--- config.mk ---
export PLATFORM = sky130hd
export DESIGN_NAME = icache_responder
export DESIGN_NICKNAME = d
export VERILOG_FILES = /design/src/rtl/icache_responder.sv
export SDC_FILE = /design/constraint.sdc
export NUM_CORES = 1
export LEC_CHECK = 0
export CORE_MARGIN = 10
export CORE_UTILIZATION = 40
export DETAILED_ROUTE_END_ITERATION = 8
export PLACE_DENSITY = 0.66
export SYNTH_ARGS = -nofsm -noshare
export SYNTH_HDL_FRONTEND = slang
export SYNTH_SLANG_ARGS = --single-unit
export TNS_END_PERCENT = 5
--- constraint.sdc ---
create_clock -name CLK -period 5.02 [get_ports CLK]
set_input_delay 1.004 -clock CLK [delete_from_list [all_inputs] [get_ports CLK]]
set_output_delay 1.004 -clock CLK [all_outputs]
set_load 0.01 [all_outputs]
--- src/rtl/icache_responder.sv ---
// Direct-mapped instruction cache answering datapath fetches (imemREN/imemaddr)
// with ihit/imemload, and filling one word per miss from the memory arbiter
// over iREN/iaddr/iwait/iload. dbg_state exposes the FSM (1 = FETCH).
//
// Handshake: the pipeline holds imemREN/imemaddr and advances only on ihit,
// which is combinational. Toward memory, iREN stays high for the whole fetch
// and the cycle in which iwait is low with iREN high carries valid iload data.
// That edge completes the fill.
module icache_responder #(
   parameter int SETS   = 16,
   parameter int WORD_W = 32
) (
   input  logic              CLK,
   input  logic              nRST,
   input  logic              imemREN,
   input  logic [WORD_W-1:0] imemaddr,
   output logic              ihit,
   output logic [WORD_W-1:0] imemload,
   input  logic              inv,
   output logic              iREN,
   output logic [WORD_W-1:0] iaddr,
   input  logic              iwait,
   input  logic [WORD_W-1:0] iload,
   output logic [WORD_W-1:0] miss_count,
   output logic              dbg_state
);

   localparam int IDX   = $clog2(SETS);
   localparam int TAG_W = WORD_W - IDX - 2;

   typedef enum logic {IDLE = 1'b0, FETCH = 1'b1} state_t;

   state_t              state_q, state_d;
   logic [SETS-1:0]     valid_q, valid_d;
   logic                iren_q, iren_d;
   logic [WORD_W-1:0]   miss_addr_q, miss_addr_d;
   logic [WORD_W-1:0]   miss_count_q, miss_count_d;

   // Tag and data arrays carry no reset; valid_q alone decides emptiness.
   logic [TAG_W-1:0]    tag_q  [SETS];
   logic [WORD_W-1:0]   data_q [SETS];

   logic [IDX-1:0]      req_idx;
   logic [TAG_W-1:0]    req_tag;
   logic [IDX-1:0]      fill_idx;
   logic                lookup_hit;
   logic                fill_we;
   logic                unused_offset;

   assign req_idx       = imemaddr[IDX+1:2];
   assign req_tag       = imemaddr[WORD_W-1:IDX+2];
   assign fill_idx      = miss_addr_q[IDX+1:2];
   assign unused_offset = ^imemaddr[1:0];

   assign lookup_hit = imemREN && valid_q[req_idx] && (tag_q[req_idx] == req_tag);

   // Outside a hit imemload still shows the indexed frame; an empty frame reads 0.
   assign imemload   = valid_q[req_idx] ? data_q[req_idx] : '0;
   assign iREN       = iren_q;
   assign iaddr      = miss_addr_q;
   assign miss_count = miss_count_q;
   assign dbg_state  = state_q;

   // Next-state, fill strobe and valid-bit update for the IDLE/FETCH controller.
   always_comb begin
      state_d      = state_q;
      iren_d       = iren_q;
      miss_addr_d  = miss_addr_q;
      miss_count_d = miss_count_q;
      valid_d      = valid_q;
      fill_we      = 1'b0;
      ihit         = 1'b0;

      // Invalidate first so a fill landing on the same edge still sets its bit.
      if (inv) begin
         valid_d = '0;
      end

      case (state_q)
         IDLE: begin
            ihit = lookup_hit;
            if (imemREN && !lookup_hit) begin
               state_d     = FETCH;
               iren_d      = 1'b1;
               miss_addr_d = {imemaddr[WORD_W-1:2], 2'b00};
            end
         end
         FETCH: begin
            // Redirects and imemREN drops are ignored: the fill always finishes.
            if (!iwait) begin
               fill_we           = 1'b1;
               valid_d[fill_idx] = 1'b1;
               state_d           = IDLE;
               iren_d            = 1'b0;
               if (miss_count_q != '1) begin
                  miss_count_d = miss_count_q + 1'b1;
               end
            end
         end
         default: begin
            state_d = IDLE;
            iren_d  = 1'b0;
         end
      endcase
   end

   // Control registers; reset empties the cache and abandons any fill.
   always_ff @(posedge CLK or negedge nRST) begin
      if (!nRST) begin
         state_q      <= IDLE;
         valid_q      <= '0;
         iren_q       <= 1'b0;
         miss_addr_q  <= '0;
         miss_count_q <= '0;
      end else begin
         state_q      <= state_d;
         valid_q      <= valid_d;
         iren_q       <= iren_d;
         miss_addr_q  <= miss_addr_d;
         miss_count_q <= miss_count_d;
      end
   end

   // Frame write on fill completion.
   always_ff @(posedge CLK) begin
      if (fill_we) begin
         tag_q[fill_idx]  <= miss_addr_q[WORD_W-1:IDX+2];
         data_q[fill_idx] <= iload;
      end
   end

endmodule

# Word level (Yosys, flattened, before mapping)
# Memories as Yosys holds them, arrays and structs flattened.
# Cells that the tools add are included.
# word_totals
ff_bits	80
mem_bits_rw	928
inputBits	69
out_inout_bits	99
elab_cells	45
memories	2
# classes
n_addsub	1
magnitude_cmp	3
n_eq_ne	4
muxes	19
n_bitwise	3
reduce_logical	8
# memory_table
name	depth	word_bits	rd	rd_ports_with_merged_regs	wr	line_no	text
data_q	16	32	1	0	1	41	logic [WORD_W-1:0] data_q [SETS];
tag_q	16	26	1	0	1	40	logic [TAG_W-1:0] tag_q [SETS];
# op_table
op	n
two-way mux 16 bit	3
adder 32 x 1 -> 32 bit, second input constant	1
two-way mux 32 bit	1
!= test 32 bit, second input constant	1
== test 26 bit	1
OR 16 bit	1
two-way mux 1 bit	11
< comparator 4 x 5 -> 1 bit, second input constant	2
binary-select mux 1 bit (select 4 bit)	1
demux 1 bit (select 4 bit)	1
greater-or-equal comparator 4 x 1 -> 1 bit, second input constant	1
logical AND 1 bit	4
!= test 2 bit, second input constant	2
case mux 1 bit (2 select lines)	2
AND reduction 2 bit	2
AND reduction 3 bit	1
inverter 1 bit	2
logical NOT 1 bit	1

# Depth between registers and ports, before layout
# depth
depth_word	8
depth_mapped	13
mapped_depth_nobuf	8

# Least setup slack after synthesis
# No wires, ideal clock.
# synth_path
path_type	input -> register
from	input port iwait
to	memory data_q[0][0] (enable)
setup_ps	548
t_arrival_ps	5547
required_time_ps	4472
slack_ps	-1075
cell_stages	3
n_path_buf	0
path_cell_list	nand2b_1 -> or3_1 -> nor3_1
# synth_between
elab_chain_len	4
# synth_lines
item	line_no	text
from (decl)	22	input logic iwait,
two-way mux 1 bit	90	if (!iwait) begin
two-way mux 1 bit	79	case (state_q)
two-way mux 1 bit	126	if (fill_we) begin
two-way mux 1 bit (not written as such)	128	data_q[fill_idx] <= iload;
to (decl)	41	
# Every way passes these cells.

# Worst setup path in the final report
# layout_path
from	input port imemaddr[2]
to	output port imemload[31]
# layout_between
elab_chain_len	3
word_cells_on_any_way	4
classes_between	3 x mux; 1 x memory
# layout_lines
item	line_no	text
from (decl)	16	input logic [WORD_W-1:0] imemaddr,
binary-select mux 1 bit (select 4 bit)	58	assign imemload = valid_q[req_idx] ? data_q[req_idx] : '0;
two-way mux 1 bit (not written as such)	58	
two-way mux 32 bit *	58	
to (decl)	18	output logic [WORD_W-1:0] imemload,
# Mark *: on every way between the ends. The rest lies on a longest branch, timed or not. The select of a mux whose other input is x is not followed.

==> reports/results.txt <==
In this run the deepest clock path goes through 3 buffers. The worst-case headroom to the max-slew limit is 0.374, and the length of routed wiring on met1 is 39.4 mm. Wire segments on met3 add up to 6.76 mm in the final route. Setup repair after global routing left no endpoint under its margin. The number of cells on the worst reg-to-reg path is 10. Entering global routing, the biggest net connects 70 pins. The worst setup path is launched from an input port. Once detail routing completed, the nets flagged for antenna violations numbered 0. The tools report the arrival time reported for the critical path endpoint as 3.81 ns.

For the area enclosed by the die boundary, the log shows 112000 sq um. The initial core utilization was 0.403; the per-cell routed wire length was 27.0 um. For the remaining global-route overflow, the log shows 0.

A synthesized cell averages 21.6 sq um. For the final routed database, the setup TNS stands at 0 ns. The per-cell via count in the routed design came out at 5.57.

TritonCTS built the clock tree. For this design the static power due to leakage is 15.7 nW. The tools report the count of final setup violators as 0. Synthesis inferred 1008 register bits. The biggest fanout along the worst timing path came out at 48. The clock drives 1008 sinks.

The height of the chip came out at 335 um. The first global-routing pass estimated 141 mm of wire. The pre-antenna-repair detailed-routing pass consisted of 5 iterations.

The tools report the overall fraction of global-route tracks in use as 0.169. In this run the critical register-to-register path is captured at iaddr[5]$_DFFE_PN0P_. In this run the worst hold path is classified as input port to asynchronous set/reset pin. For the worst-skew pair, the clock arrives at the later sink with an insertion delay of 0.69 ns. Ranked by total cell area, the synthesized netlist is headed by sky130_fd_sc_hd__edfxtp_1, sky130_fd_sc_hd__mux4_2, sky130_fd_sc_hd__dfrtp_1. After synthesis, the netlist uses 67 different library cells. Launching point of the worst reg2reg path: tag_q[3][15]$_DFFE_PP_.

For this run, the number of standard cells in the final layout without fillers is 3544. Measured along the x axis, the die boundary spans 335 um. In this run, CTS created clock tree buffers numbering 97. The slowest cell on the critical path is sky130_fd_sc_hd__mux4_2. The number of instances in the synthesized netlist came out at 1835. The number of global-route vias before repair is 20700.

In the synthesized netlist, the cells that appear most often are sky130_fd_sc_hd__edfxtp_1, sky130_fd_sc_hd__mux4_2, sky130_fd_sc_hd__dfrtp_1. For the finished layout, the period the worst path requires is 4.81 ns. In the final design database the tool counted 2243 nets. The share of cells above drive strength 1 came out at 0.275. Yosys mapped a number of flops with a built-in enable equal to 928. The core utilization of the finished layout was 0.480; the reg2reg setup slack was 1.89 ns.

The critical path starts at imemaddr[2]. The half-perimeter wire length after detailed placement was 55.1 mm. By startpoint and endpoint, the worst setup path is classified as input port to output port. For the count of filler cells inserted in the layout, the log shows 7901. The maximum vdd drop came out at 0.316 mV. In this run the tool buffered the top-level ports with 163 buffer cells. The clock-pin slew of the registers on the worst-case setup and hold paths is 0.06 ns, and the largest incremental delay on the critical path is 0.59 ns. Counting tap cells, the placed design contains a total of 3358 instances. Yosys printed 0 warnings. The share of the synthesized area in the top cell type was 0.704.

The overall via count from detail_route came out at 19700. The tools report the critical path endpoint category as an output port. On the final layout, the worst hold slack is 0.349 ns. The run gives 0 as the count of pins over their slew limit.

The fmax is 208 MHz. The most instantiated library cell after synthesis is sky130_fd_sc_hd__edfxtp_1. The mapped netlist covers 39600 sq um. The tree is rooted in a sky130_fd_sc_hd__clkbuf_16.

The number of H-tree branching levels is 3. The flow ran to the end, and the final reports show no timing, DRC or antenna violations. The design draws 0.0188 W. The routed design uses 47.2 mm of met2 wire. Share of flip-flops with an asynchronous set or reset: 0.0794. The actual transition at the worst max-transition pin is 0.939 ns. The tools report the worst clock skew as 0.0507 ns.

Across the run, the number of max-cap violations was 0. The required time at the endpoint of the critical path was 4.02 ns; the combined buffer and inverter count along the critical path was 4. The run gives 0 as the count of final hold-check violations.

In this run the standard cell core region covers 98300 sq um. The register area share after synthesis is 0.754, and the number of core rows is 115. The remaining routing DRC violations is 0, and the count of boundary I/O pins is 168.

The share of the cycle needed by the critical path after routing works out to 0.959. For this design the ratio of total power to cell area is 398 nW/um^2. The total wirelength of the detailed-routed design is 95.6 mm. The leading area contributor after synthesis was sky130_fd_sc_hd__edfxtp_1. The synthesis-to-layout area growth works out to 19.1%.

The tools report the number of antenna violations at the first check in global routing as 7. Among all flip-flop cells after synthesis, the most frequent one is sky130_fd_sc_hd__edfxtp_1. Routability-driven placement finished with a final weighted congestion of 0.798. The library cell appearing most often on the critical path was sky130_fd_sc_hd__mux4_2.

The cell family contributing the most delay on the critical path is buffers and inverters. Signal routing reaches up to met5. Traced cell by cell, the critical path runs through buf_8, buf_4, buf_6, mux4_2, mux4_2, and2b_1, clkdlybuf4s50_1. Count of routing violations after the opening detailed-route iteration: 1866.
## per-layer routing
layer | global-route usage | up-vias
met4 | 0.0430 | 14
met1 | 0.225 | 10600
met5 | 0 | -
li1 | - | 8308
met2 | 0.281 | 668
met3 | 0.0385 | 154
## through the flow
stage / setup WS (ns) / instance area, sq um
after global placement: -0.316 / 43900
after global routing: 0.0330 / 47200
after CTS: 0.00693 / 47100
final: 0.205 / 47200
after detailed placement: -0.252 / 43900
after floorplan: -0.893 / 39600
## flip-flops by register name, indices dropped and copies added, names as in the netlist
name and flops:
iREN 1, dbg_state 1, data_q 512, valid_q 16, tag_q 416, miss_count 32, iaddr 30
## layout by cell type (no fill, tap or decap), types with 19 or more instances in the layout
master / n
sky130_fd_sc_hd__nand3_1: 24
sky130_fd_sc_hd__nor2_1: 22
sky130_fd_sc_hd__clkinv_2: 20
sky130_fd_sc_hd__clkbuf_16: 97
sky130_fd_sc_hd__buf_12: 19
sky130_fd_sc_hd__mux4_2: 231
sky130_fd_sc_hd__buf_4: 142
sky130_fd_sc_hd__edfxtp_1: 928
sky130_fd_sc_hd__mux2i_1: 76
sky130_fd_sc_hd__dfrtp_1: 80
sky130_fd_sc_hd__mux2_4: 28
sky130_fd_sc_hd__clkdlybuf4s50_1: 157
sky130_fd_sc_hd__nor2b_1: 40
sky130_fd_sc_hd__nand2_1: 30
sky130_fd_sc_hd__xnor2_1: 47
## kinds of logic (layout without fill, tap and decap cells)
kind of cell	count (synthesis)	in the layout	synth area share
AO/OA/AOI/OAI	93	93	0.0177
XOR/XNOR	56	56	0.0124
adder cells (fa/ha/maj)	1	1	0.000316
buffers and inverters	98	518	0.0139
flip-flops	1008	1008	0.754
multiplexers	358	358	0.171
other	1	3	0.0000947
AND/OR/NAND/NOR	220	220	0.0308
## power by group
part / internal (W) / leakage (nW) / switching [W]
Sequential: 0.00964 / 9.39 / 0.000329
Combinational: 0.000748 / 4.72 / 0.000791
Clock: 0.00412 / 1.54 / 0.00313
Total: 0.0145 / 15.7 / 0.00425
## worst max path at each step
| stage | endpoint | slack [ns] | cells after the start |
|---|---|---|---|
| 2_1_floorplan | data_q[3][0]$_DFFE_PP_ | -0.89 | 3 |
| 3_3_place_gp | ihit | -0.32 | 11 |
| 3_5_place_dp | ihit | -0.25 | 11 |
| 4_1_cts | imemload[1] | 0.007 | 9 |
| 5_1_grt | imemload[31] | 0.03 | 7 |
| 6_report | imemload[31] | 0.21 | 7 |
## what timing repair did
action / in CTS / in global routing
resized for setup: 8 / 4
endpoints found under the setup margin: 13 / 10
hold buffers: 0 / 0
setup buffers: 3 / 0
## layout make-up
cell class	instances	area (sq um)	share of cell area
Clock inverter	62	622	0.0132
Tap cell	1287	1610	0.0341
Inverter	10	37.5	0.000796
Sequential cell	1008	29900	0.633
Clock buffer	120	2560	0.0544
Timing Repair Buffer	326	3120	0.0661
Antenna cell	1	2.50	0.0000531
Multi-Input combinational cell	730	9340	0.198
Note: power is estimated with default switching activity, not from simulation.
